## config.mk

```make
export PLATFORM = sky130hd
export DESIGN_NAME = uart_rx_fifo
export DESIGN_NICKNAME = d
export VERILOG_FILES = /design/src/rtl/uart_pkg.sv /design/src/rtl/uart_rx_fifo.sv
export SDC_FILE = /design/constraint.sdc
export NUM_CORES = 1
export LEC_CHECK = 0
export ABC_AREA = 1
export CELL_PAD_IN_SITES_DETAIL_PLACEMENT = 1
export CELL_PAD_IN_SITES_GLOBAL_PLACEMENT = 1
export CORE_MARGIN = 2
export CORE_UTILIZATION = 49
export CTS_CLUSTER_DIAMETER = 30
export CTS_CLUSTER_SIZE = 28
export DETAILED_ROUTE_END_ITERATION = 16
export PLACE_DENSITY = 0.82
export SETUP_SLACK_MARGIN = 0.4
export SLEW_MARGIN = 30
export SYNTH_ARGS = -nofsm -noshare
export SYNTH_HDL_FRONTEND = slang
export SYNTH_SLANG_ARGS = --single-unit
```

## constraint.sdc

```tcl
create_clock -name i_clk -period 1.9 [get_ports i_clk]
set_input_delay 0.19 -clock i_clk [delete_from_list [all_inputs] [get_ports i_clk]]
set_output_delay 0.19 -clock i_clk [all_outputs]
set_load 0.02 [all_outputs]
```

## src/rtl/uart_pkg.sv

```systemverilog
// Shared UART types for the receive path.
package uart_pkg;

  localparam int unsigned UART_DATA_BITS = 8;

  typedef logic [UART_DATA_BITS-1:0] uart_byte_t;

endpackage

```

## src/rtl/uart_rx_fifo.sv

```systemverilog
// Receive byte FIFO between the UART receiver and the CPU bus: circular buffer, first-word fall-through.
// Optional overflow drop counter enabled by defining UART_RX_FIFO_DROP_CNT_EN.
module uart_rx_fifo
  import uart_pkg::*;
#(
  parameter int unsigned Depth           = 16,
  parameter int unsigned AlmostFullLevel = 12
) (
  input  logic                       i_clk,
  input  logic                       i_rst,
  input  logic                       i_in_valid,
  output logic                       o_in_ready,
  input  uart_byte_t                 i_in_bits,
  output logic                       o_out_valid,
  input  logic                       i_out_ready,
  output uart_byte_t                 o_out_bits,
  input  logic                       i_flush,
  output logic [$clog2(Depth+1)-1:0] o_level,
`ifdef UART_RX_FIFO_DROP_CNT_EN
  output logic [15:0]                o_drop_count,
`endif
  output logic                       o_almost_full
);

  localparam int unsigned PtrW   = $clog2(Depth);
  localparam int unsigned LevelW = $clog2(Depth + 1);

  uart_byte_t        mem [Depth];
  logic [PtrW-1:0]   wr_ptr;
  logic [PtrW-1:0]   rd_ptr;
  logic [LevelW-1:0] count;
  logic [LevelW-1:0] count_next;
  logic              out_valid_q;
  logic              not_full_q;
  logic              af_q;
  logic              push_c;
  logic              pop_c;

  assign pop_c = out_valid_q && i_out_ready;

`ifdef UART_RX_FIFO_DROP_CNT_EN
  logic [15:0] drop_cnt_q;
  logic        drop_c;

  // Always ready; a full FIFO only takes the byte if a pop frees a slot this cycle.
  assign o_in_ready   = 1'b1;
  assign push_c       = i_in_valid && (not_full_q || pop_c);
  assign drop_c       = i_in_valid && !not_full_q && !pop_c;
  assign o_drop_count = drop_cnt_q;

  always_ff @(posedge i_clk) begin
    if (i_rst || i_flush) begin
      drop_cnt_q <= '0;
    end else if (drop_c && (drop_cnt_q != 16'hFFFF)) begin
      drop_cnt_q <= drop_cnt_q + 16'd1;
    end
  end
`else
  assign o_in_ready = not_full_q;
  assign push_c     = i_in_valid && not_full_q;
`endif

  assign o_out_valid   = out_valid_q;
  assign o_out_bits    = mem[rd_ptr];
  assign o_level       = count;
  assign o_almost_full = af_q;

  // Next occupancy; flush wins over any concurrent push or pop.
  always_comb begin
    count_next = count;
    if (i_flush) begin
      count_next = '0;
    end else if (push_c && !pop_c) begin
      count_next = count + LevelW'(1);
    end else if (pop_c && !push_c) begin
      count_next = count - LevelW'(1);
    end
  end

  // Status flags are registered from the next occupancy so they track count exactly.
  always_ff @(posedge i_clk) begin
    if (i_rst) begin
      wr_ptr      <= '0;
      rd_ptr      <= '0;
      count       <= '0;
      out_valid_q <= 1'b0;
      not_full_q  <= 1'b1;
      af_q        <= (AlmostFullLevel == 0);
    end else begin
      count       <= count_next;
      out_valid_q <= (count_next != '0);
      not_full_q  <= (count_next != LevelW'(Depth));
      af_q        <= (count_next >= LevelW'(AlmostFullLevel));
      if (i_flush) begin
        wr_ptr <= '0;
        rd_ptr <= '0;
      end else begin
        if (push_c) wr_ptr <= wr_ptr + PtrW'(1);
        if (pop_c)  rd_ptr <= rd_ptr + PtrW'(1);
      end
    end
  end

  // Storage is not reset; occupancy alone decides what is valid.
  always_ff @(posedge i_clk) begin
    if (push_c && !i_flush && !i_rst) begin
      mem[wr_ptr] <= i_in_bits;
    end
  end

endmodule
```

* Yosys cells after proc, flatten, opt, wreduce, memory -nomap -nowiden *
Memory sizes are Yosys's and may differ from the RTL's. A register that Yosys moved wholly into a read port is not among the register bits.
Index checks and enable logic that the tools add are counted.

word-level totals
  ROM bits = 0
  word-level logic and storage cells = 32
  bits in latches = 0
  bits in writable memories = 128
  output and inout port bits = 16
  memories kept = 1
  register bits after elaboration = 16
  bits of input ports = 13

memory list
  memory  depth  bits a word  rd ports  clocked after Yosys merged registers in  write ports  RTL line            text
  mem     16     8            1         1                                        1            uart_rx_fifo.sv:28  uart_byte_t mem [Depth];

operators by class
  shift operators = 0
  $lt $le $gt $ge = 1
  multiplexer cells = 7
  $mul = 0
  eq/ne operators = 1
  reduce and logical (&&, ||, !) cells = 12
  div/mod/pow operators = 0
  bitwise gates (word level) = 0
  $add $sub $neg = 4

operator list
  operator                                                                             count
  5-bit 2-to-1 mux                                                                     3
  4-bit by 1-bit adder with 4-bit output, second input constant                        2
  4-bit 2-to-1 mux                                                                     2
  1-bit logical AND                                                                    6
  5-bit by 1-bit adder with 5-bit output, second input constant                        1
  5-bit by 4-bit greater-or-equal comparator with 1-bit output, second input constant  1
  5-bit inequality test, second input constant                                         1
  5-bit nonzero test                                                                   1
  5-bit by 1-bit subtractor with 5-bit output, second input constant                   1
  1-bit zero test                                                                      4
  1-bit 2-to-1 mux                                                                     2
  2-bit OR reduction                                                                   1

* Depth between registers and ports, before layout *
Gate-level depths: netlist (run 1).

  word-level depth = 7
  mapped depth = 10
  depth with buffers taken out = 10

* Worst setup path after synthesis (run 1) *
OpenSTA, ideal clock, no wires.

  path type = register to register
  start = register not_full_q, in the netlist o_in_ready
  end = memory mem[11][0] in the netlist's numbering, enable pin
  buffers on the path = 0
  required time = 1.530 ns
  cell stages (with the launch flop) = 5
  arrival time = 1.230 ns
  library setup time = 0.370 ns
  clock period less this slack = 1.600 ns
  setup slack = 0.300 ns
  path through = dfxtp_1 > nand2_4 > inv_6 > nand2_1 > nor2_1

on the way
  word-level cells in the longest chain between the ends = 5

ends and longest elaborated chain
  item                                    RTL line             text
  start, declared                         uart_rx_fifo.sv:34   logic not_full_q;
  start signal, assigned                  uart_rx_fifo.sv:92   not_full_q <= (count_next != LevelW'(Depth));
  1-bit logical AND                       uart_rx_fifo.sv:60   assign push_c = i_in_valid && not_full_q;
  1-bit logical AND (2 in a row)          uart_rx_fifo.sv:106  if (push_c && !i_flush && !i_rst) begin
  1-bit 2-to-1 mux                        uart_rx_fifo.sv:106
  1-bit 2-to-1 mux (not written as such)  uart_rx_fifo.sv:107  mem[wr_ptr] <= i_in_bits;
  end, declared                           uart_rx_fifo.sv:28

Every way passes these cells.

==> reports/metrics.csv, run 1 <==
stage;metric;value;unit
placement;port_buffers;28;
sta;setup-tns-final;-1.320;ns
global_routing;grt_max_degree;36;
synthesis;synth.avg_cell_area;11.89;um2
power;peakVddDrop;0.6898;mV
sta;timing.slew.headroom;54.86;%
sta;rsz0062_at_grt;yes;
sta;final_max_slew_viol_count;0;
sta;finalCritPeriodShare;111.0;%
power;power_density;933.4;nW/um2
clock_network;cts.sinks;148;
clock_network;cts_tree;yes;
worst_setup_path;rr_worst_depth;4;
hold_path;min_path_cells;1;
synthesis;seq_area_frac_synth;68.93;%
floorplanning;die_w;116.1;um
synthesis;async_flop_share;0;%
outcome;failed_checks;setup timing;
sta;max_slew.worst_pin.slew;0.6750;ns
synthesis;yosysMostFrequentCell;edfxtp_1;
global_routing;grt_pass1_vias;4737;
floorplanning;die_area;13480;um2
route;vias_per_cell;5.816;
synthesis;ys_types;29;
synthesis;yosysTopAreaCell;edfxtp_1;
global_routing;grt_use_total;29.21;%
cells_and_area;layout-drive-gt1-share;26.64;%
floorplanning;fp.coreArea;12160;um2
clock_network;clock-root-buffer;clkbuf_16;
route;drtIter0Drc;576;
run;max_cap_violations;0;
clock_network;h-tree-depth;4;
floorplanning;start_util;50.63;%
hold_path;holdCritStartpoint;rd_ptr[3]$_SDFFE_PP0P_;
sta;worst_clock_skew;0.008346;ns
floorplanning;die_y;116.1;um
synthesis;ys.flop_type;edfxtp_1;
synthesis;synth_common_cells;edfxtp_1, nor2_1, o21ai_0;
worst_setup_path;start_kind;flop;
synthesis;synth_edf_count;128;
sta;fin_crit;2.109;ns
worst_setup_path;worst_setup_path_end_kind;output pin;
hold_path;hp-class;reg -> reg;
route;routed_wl;18730;um
sta;max_freq;0.4741;GHz
synthesis;synth_seq_cells;148;
route;vias;4513;
worst_setup_path;crit_type;reg -> out;
clock_network;holdBufCountCts;0;
sta;layout_setup_ws;-0.2094;ns
cells_and_area;diodes;0;
synthesis;synthTopCellsByArea;edfxtp_1, nor2_1, dfxtp_1, o21ai_0, o211ai_1;
floorplanning;num_io_pins;29;
route;drtPass1Iterations;5;
global_routing;antenna_found_initial;0;
clock_network;clockBufferDepth;2;
route;ant_nets;0;
worst_setup_path;timing.rr.start;wr_ptr[2]$_SDFFE_PP0P_;
route;wl_per_cell;24.14;um
worst_setup_path;path_max_fanout;8;
worst_setup_path;worst_ep_required_time;1.71;ns
power;fin_total_pwr;7333;uW
synthesis;netlist.area_leader.share;62.43;%
cells_and_area;nets;615;
synthesis;synth_fp_nets;538;
synthesis;syn_inst;518;
floorplanning;rows;40;
clock_network;tritoncts.num_buffers;17;
global_routing;grt_overflow;0;
placement;dpl.hpwl;10590;um
sta;finalSetupViolations;8;
placement;gp_congestion;0.8201;
global_routing;grt_pass1_wl;27900;um
placement;dp.cells;733;
clock_network;clk_pin_slew;0.06;ns
synthesis;synth_warnings;0;
worst_setup_path;arrival;1.92;ns
cells_and_area;final_cells;776;
power;p_leak;0.002710;uW
synthesis;synth_area;6157;um2
cells_and_area;synthToLayoutAreaGrowth;27.60;%
route;route.detailed.drc;0;
outcome;status;complete, but fails checks;
sta;final-hold-violation-count;0;
clock_network;worstSkewPairLatency;0.44;ns
## placed cells by master, fill, tap and decap left out, drive strengths merged
master         instances
edfxtp               128
o21ai                 72
nand2                 41
dfxtp                 20
nand3                 28
o21bai                 1
inv                   22
clkinvlp               2
o211ai                32
dlygate4sd2            8
nor3                   4
bufinv                 2
buf                   61
clkdlybuf4s50         12
a21oi                  7
nor2                 131
clkbuf                19
ha                     7
xor2                   1
o22ai                  1
clkinv                 9
## report_power, final
group / leakage [uW] / switching [uW] / internal (uW) / total (uW)
clock: 0.000271 / 1350 / 1920 / 3260
sequential: 0.00132 / 19.4 / 3550 / 3570
combinational: 0.00112 / 309 / 194 / 503
## worst paths after layout
| kind | end | slack, ns |
|---|---|---|
| worst max-delay path | o_out_bits[7] | -0.21 |
| worst max register to register | mem[3][6]$_DFFE_PP_ | 0.43 |
| worst min-delay path | flop | 0.44 |
| worst min register to register | flop | 0.44 |
## final cells by class
cell class	count	area, um2
clock buffers	18	429.2
clock inverters	14	135.1
fillers	1194	4305
inverters	20	97.59
multi-input cells	325	1829
flip-flops and latches	148	4257
well taps	168	210.2
repair buffers	82	892.1
repair inverters	1	6.256
## cells by family after synthesis
logic type               synth area share, %
AND/OR/NAND/NOR                        14.51
flip-flops                             68.93
AO/OA/AOI/OAI                          11.08
buffers and inverters                  3.922
adder cells (fa/ha/maj)                1.422
XOR/XNOR                              0.1423
## state kept, by name, summed over array words and instances (netlist names), named ones only
name,count
o_in_ready,1
o_almost_full,1
wr_ptr,4
o_level,5
rd_ptr,4
mem,128
o_out_valid,1
## worst max-delay path: stages (launching register included)
cell and delay, ns:
dfxtp_4 0.43, clkinv_8 0.13, buf_12 0.17, nor2_4 0.11
nor2_2 0.05, o21ai_2 0.06, o211ai_1 0.17, nand3_1 0.16
nand2_2 0.07, buf_6 0.13
## repair_timing
action	4_1_cts	5_1_grt
resized for setup	104	37
buffers inserted	3	3
setup endpoints to repair	38	123
gates cloned	4	1
pin swaps	23	18
## metal layers
metal / wire [um] / GRT usage [%] / up-vias
met1: 7275 / 36.17 / 2251
met2: 9503 / 48.07 / 200
li1: - / - / 2008
met4: 689 / 14.84 / 0
met3: 1265 / 7.265 / 54
met5: 0 / 0 / -
## through the flow
stage | area [um2] | util [%] | hold slack (ns) | setup slack (ns)
2_1_floorplan | 6165 | - | 0.2624 | 0.2999
3_3_place_gp | 6912 | 56.83 | 0.4264 | -0.08181
3_5_place_dp | 6912 | 56.83 | 0.4332 | -0.1434
4_1_cts | 7710 | 63.40 | 0.4396 | -0.1303
5_1_grt | 7856 | 64.60 | 0.4606 | -0.2970
6_report | 7856 | 64.60 | 0.4372 | -0.2094
(Power assumes the default switching activity.)
==> run 2: changes to the inputs <==
--- a/config.mk
+++ b/config.mk
@@ -8,12 +8,14 @@
 export ABC_AREA = 1
 export CELL_PAD_IN_SITES_DETAIL_PLACEMENT = 1
 export CELL_PAD_IN_SITES_GLOBAL_PLACEMENT = 1
+export CORE_ASPECT_RATIO = 0.9
 export CORE_MARGIN = 2
 export CORE_UTILIZATION = 49
 export CTS_CLUSTER_DIAMETER = 30
 export CTS_CLUSTER_SIZE = 28
 export DETAILED_ROUTE_END_ITERATION = 16
-export PLACE_DENSITY = 0.82
+export PLACE_DENSITY_LB_ADDON = 0.08
+export REMOVE_ABC_BUFFERS = 1
 export SETUP_SLACK_MARGIN = 0.4
 export SLEW_MARGIN = 30
 export SYNTH_ARGS = -nofsm -noshare
==> run 2 against run 1 <==
  * The flow still finishes with violations (setup timing)
  * Final area shrank 0.51%
  * Critical endpoint is now o_out_bits[4]
  * Sequential share of layout area increased by 0.26 points
  * First-iteration DRC count down 43%
  * Combinational power shrank 2%
  * Critical path type unchanged
  * Clock skew down 0.0024 ns
  * Final cell count decreased by 1.9%
  * Setup slack better by 0.058 ns
  * Maximum frequency grew 2.8%
  * Wire length decreased by 5.8%
  * Core utilization down 0.38 points
  * Sequential power barely moved
==> reports/metrics.csv, run 2 (synthesis gave the netlist of run 1 again) <==
stage;metric;value;unit;change
cells_and_area;multi_input_area;1802;um2;was 1829 um2
cells_and_area;largest_reg_flops;128;;unchanged
placement;dp.cells;719;;was 733
worst_setup_path;path_max_fanout;8;;unchanged
outcome;status;complete, but fails checks;;unchanged
power;p_leak;0.002713;uW;was 0.002710 uW
floorplanning;start_util;50.59;%;was 50.63%
clock_network;clock-root-buffer;clkbuf_16;;unchanged
sta;worst_clock_skew;0.005939;ns;was 0.008346 ns
cells_and_area;fin_area;7816;um2;was 7856 um2
hold_path;hold_end;rd_ptr[3]$_SDFFE_PP0P_;;
power;peakVddDrop;0.6251;mV;was 0.6898 mV
cells_and_area;seqCellArea;4255;um2;was 4257 um2
global_routing;antenna_found_initial;0;;unchanged
floorplanning;die_w;122.2;um;was 116.1 um
clock_network;worstSkewPairLatency;0.42;ns;was 0.44 ns
cells_and_area;final_cells;761;;was 776
sta;max_slew.worst_pin.slew;0.6518;ns;was 0.6750 ns
sta;layout_setup_ws;-0.1511;ns;was -0.2094 ns
global_routing;grt_use_total;27.78;%;was 29.21%
cells_and_area;layout_common_cells;edfxtp_1, nor2_1, o21ai_0, o211ai_1, nand2_1;;was edfxtp_1, nor2_1, o21ai_0, buf_4, o211ai_1
route;wl_per_cell;23.19;um;was 24.14 um
clock_network;clk_pin_slew;0.06;ns;about the same
cells_and_area;layout-drive-gt1-share;23.46;%;was 26.64%
route;vias;4392;;was 4513
floorplanning;die_y;110.3;um;was 116.1 um
clock_network;h-tree-depth;4;;unchanged
cells_and_area;mostFrequentLayoutCell;edfxtp_1;;unchanged
placement;port_buffers;28;;unchanged
route;drtIter0Drc;331;;was 576
worst_setup_path;rrSetupSlack;0.46;ns;was 0.43 ns
clock_network;tritoncts.num_buffers;17;;unchanged
floorplanning;num_io_pins;29;;unchanged
sta;final_max_slew_viol_count;0;;unchanged
worst_setup_path;crit_type;reg -> out;;unchanged
global_routing;grt_pass1_wl;26540;um;was 27900 um
sta;timing.slew.headroom;56.41;%;was 54.86%
route;drtPass1Iterations;5;;unchanged
worst_setup_path;timing.rr.start;o_level[1]$_SDFF_PP0_;;was wr_ptr[2]$_SDFFE_PP0P_
placement;post-place-ws;-0.1448;ns;was -0.1434 ns
floorplanning;die_area;13480;um2;about the same
cells_and_area;nets;608;;was 615
sta;rsz0062_at_grt;yes;;unchanged
cells_and_area;fill_cells;1243;;was 1194
clock_network;cts.sinks;148;;unchanged
cells_and_area;diodes;0;;unchanged
cells_and_area;fin_util;64.22;%;was 64.60%
worst_setup_path;start_kind;flop;;unchanged
global_routing;grt_overflow;0;;unchanged
global_routing;grt_max_degree;35;;was 36
hold_path;holdCritStartpoint;rd_ptr[3]$_SDFFE_PP0P_;;unchanged
clock_network;holdBufCountCts;0;;unchanged
route;route.detailed.drc;0;;unchanged
sta;setup-tns-final;-0.5532;ns;was -1.320 ns
sta;max_freq;0.4875;GHz;was 0.4741 GHz
hold_path;hp-class;reg -> reg;;unchanged
outcome;failed_checks;setup timing;;unchanged
clock_network;clockBufferDepth;2;;unchanged
worst_setup_path;worst_ep_required_time;1.71;ns;about the same
sta;final-hold-violation-count;0;;unchanged
sta;finalCritPeriodShare;108.0;%;was 111.0%
floorplanning;rows;38;;was 40
clock_network;cts_tree;yes;;unchanged
worst_setup_path;arrival;1.86;ns;was 1.92 ns
power;power_density;969.1;nW/um2;was 933.4 nW/um2
placement;placed_area;6887;um2;was 6912 um2
floorplanning;fp.coreArea;12170;um2;was 12160 um2
global_routing;grt_pass1_vias;4645;;was 4737
route;ant_nets;0;;unchanged
cells_and_area;synthToLayoutAreaGrowth;26.95;%;was 27.60%
route;vias_per_cell;5.771;;was 5.816
run;max_cap_violations;0;;unchanged
sta;fin_crit;2.051;ns;was 2.109 ns
placement;dpl.hpwl;10240;um;was 10590 um
cells_and_area;largest_register;mem;;unchanged
route;routed_wl;17650;um;was 18730 um
worst_setup_path;r2r-end;o_in_ready$_SDFF_PP1_;;was mem[3][6]$_DFFE_PP_
hold_path;min_path_cells;1;;unchanged
sta;finalSetupViolations;8;;unchanged
worst_setup_path;rr_worst_depth;9;;was 4
placement;gp_congestion;0.8003;;was 0.8201
worst_setup_path;worst_setup_path_end_kind;output pin;;unchanged
[run 2: cell count changes in the layout (fill, tap and decap cells not counted), moves of 4 or more]
cell,previous run,this run
nand2_2,11,7
buf_6,17,12
clkinv_1,4,0
nor2_1,93,105
nand2_1,27,31
clkbuf_1,1,8
nor2_2,25,16
[run 2: repair_timing]
action                     4_1_cts  5_1_grt
buffers inserted                 5        1
setup endpoints to repair       26       49
cloned                           3        1
gates resized for setup         83       41
pin swaps                       18       19
[run 2: through the flow]
| step | hold WS (ns) | power [uW] |
|---|---|---|
| 6_report | 0.4380 | 7574 |
| 2_1_floorplan | 0.2624 | 3850 |
| 4_1_cts | 0.4382 | 7576 |
| 3_3_place_gp | 0.4201 | 4042 |
| 3_5_place_dp | 0.4305 | 4059 |
| 5_1_grt | 0.4573 | 7769 |
[run 2: how the worst max path moves through the flow]
stage / from / to / slack (ns) / cells past startpoint
floorplan: flop / o_out_bits[6] / -0.50 / 7
global placement: flop / o_out_bits[1] / -0.02 / 9
detailed placement: flop / o_out_bits[4] / -0.14 / 9
CTS: flop / o_out_bits[4] / -0.17 / 9
global route: flop / o_out_bits[6] / -0.20 / 9
finish: flop / o_out_bits[4] / -0.15 / 9
[run 2: critical path, cell delays in order, from the launching register on]
cell	delay, ns
dfxtp_4	0.40
inv_8	0.06
buf_12	0.14
nor2_4	0.09
nor2_2	0.04
o21ai_1	0.10
o21ai_2	0.10
o211ai_1	0.23
nand2_1	0.13
buf_6	0.15
[run 2: power breakdown]
group / switching, uW / internal [uW] / leakage [uW]
Combinational: 298 / 196 / 0.00110
Clock: 1240 / 2270 / 0.000294
Sequential: 19.5 / 3550 / 0.00132
[run 2: metal layers]
layer,up-vias,GRT usage [%],part of all wire (%)
li1,1988,-,-
met1,2215,32.82,40
met2,143,48.12,51
met3,46,6.636,5.2
met4,0,13.46,3.4
met5,-,0,0
[run 2: cell type report]
cell class	instances	share of cell area, %
tap	160	2.561
sequential	148	54.44
clock buffer	27	6.179
timing repair buffer	76	10.98
inverter	20	1.185
multi-input combinational	325	23.05
clock inverter	5	1.601
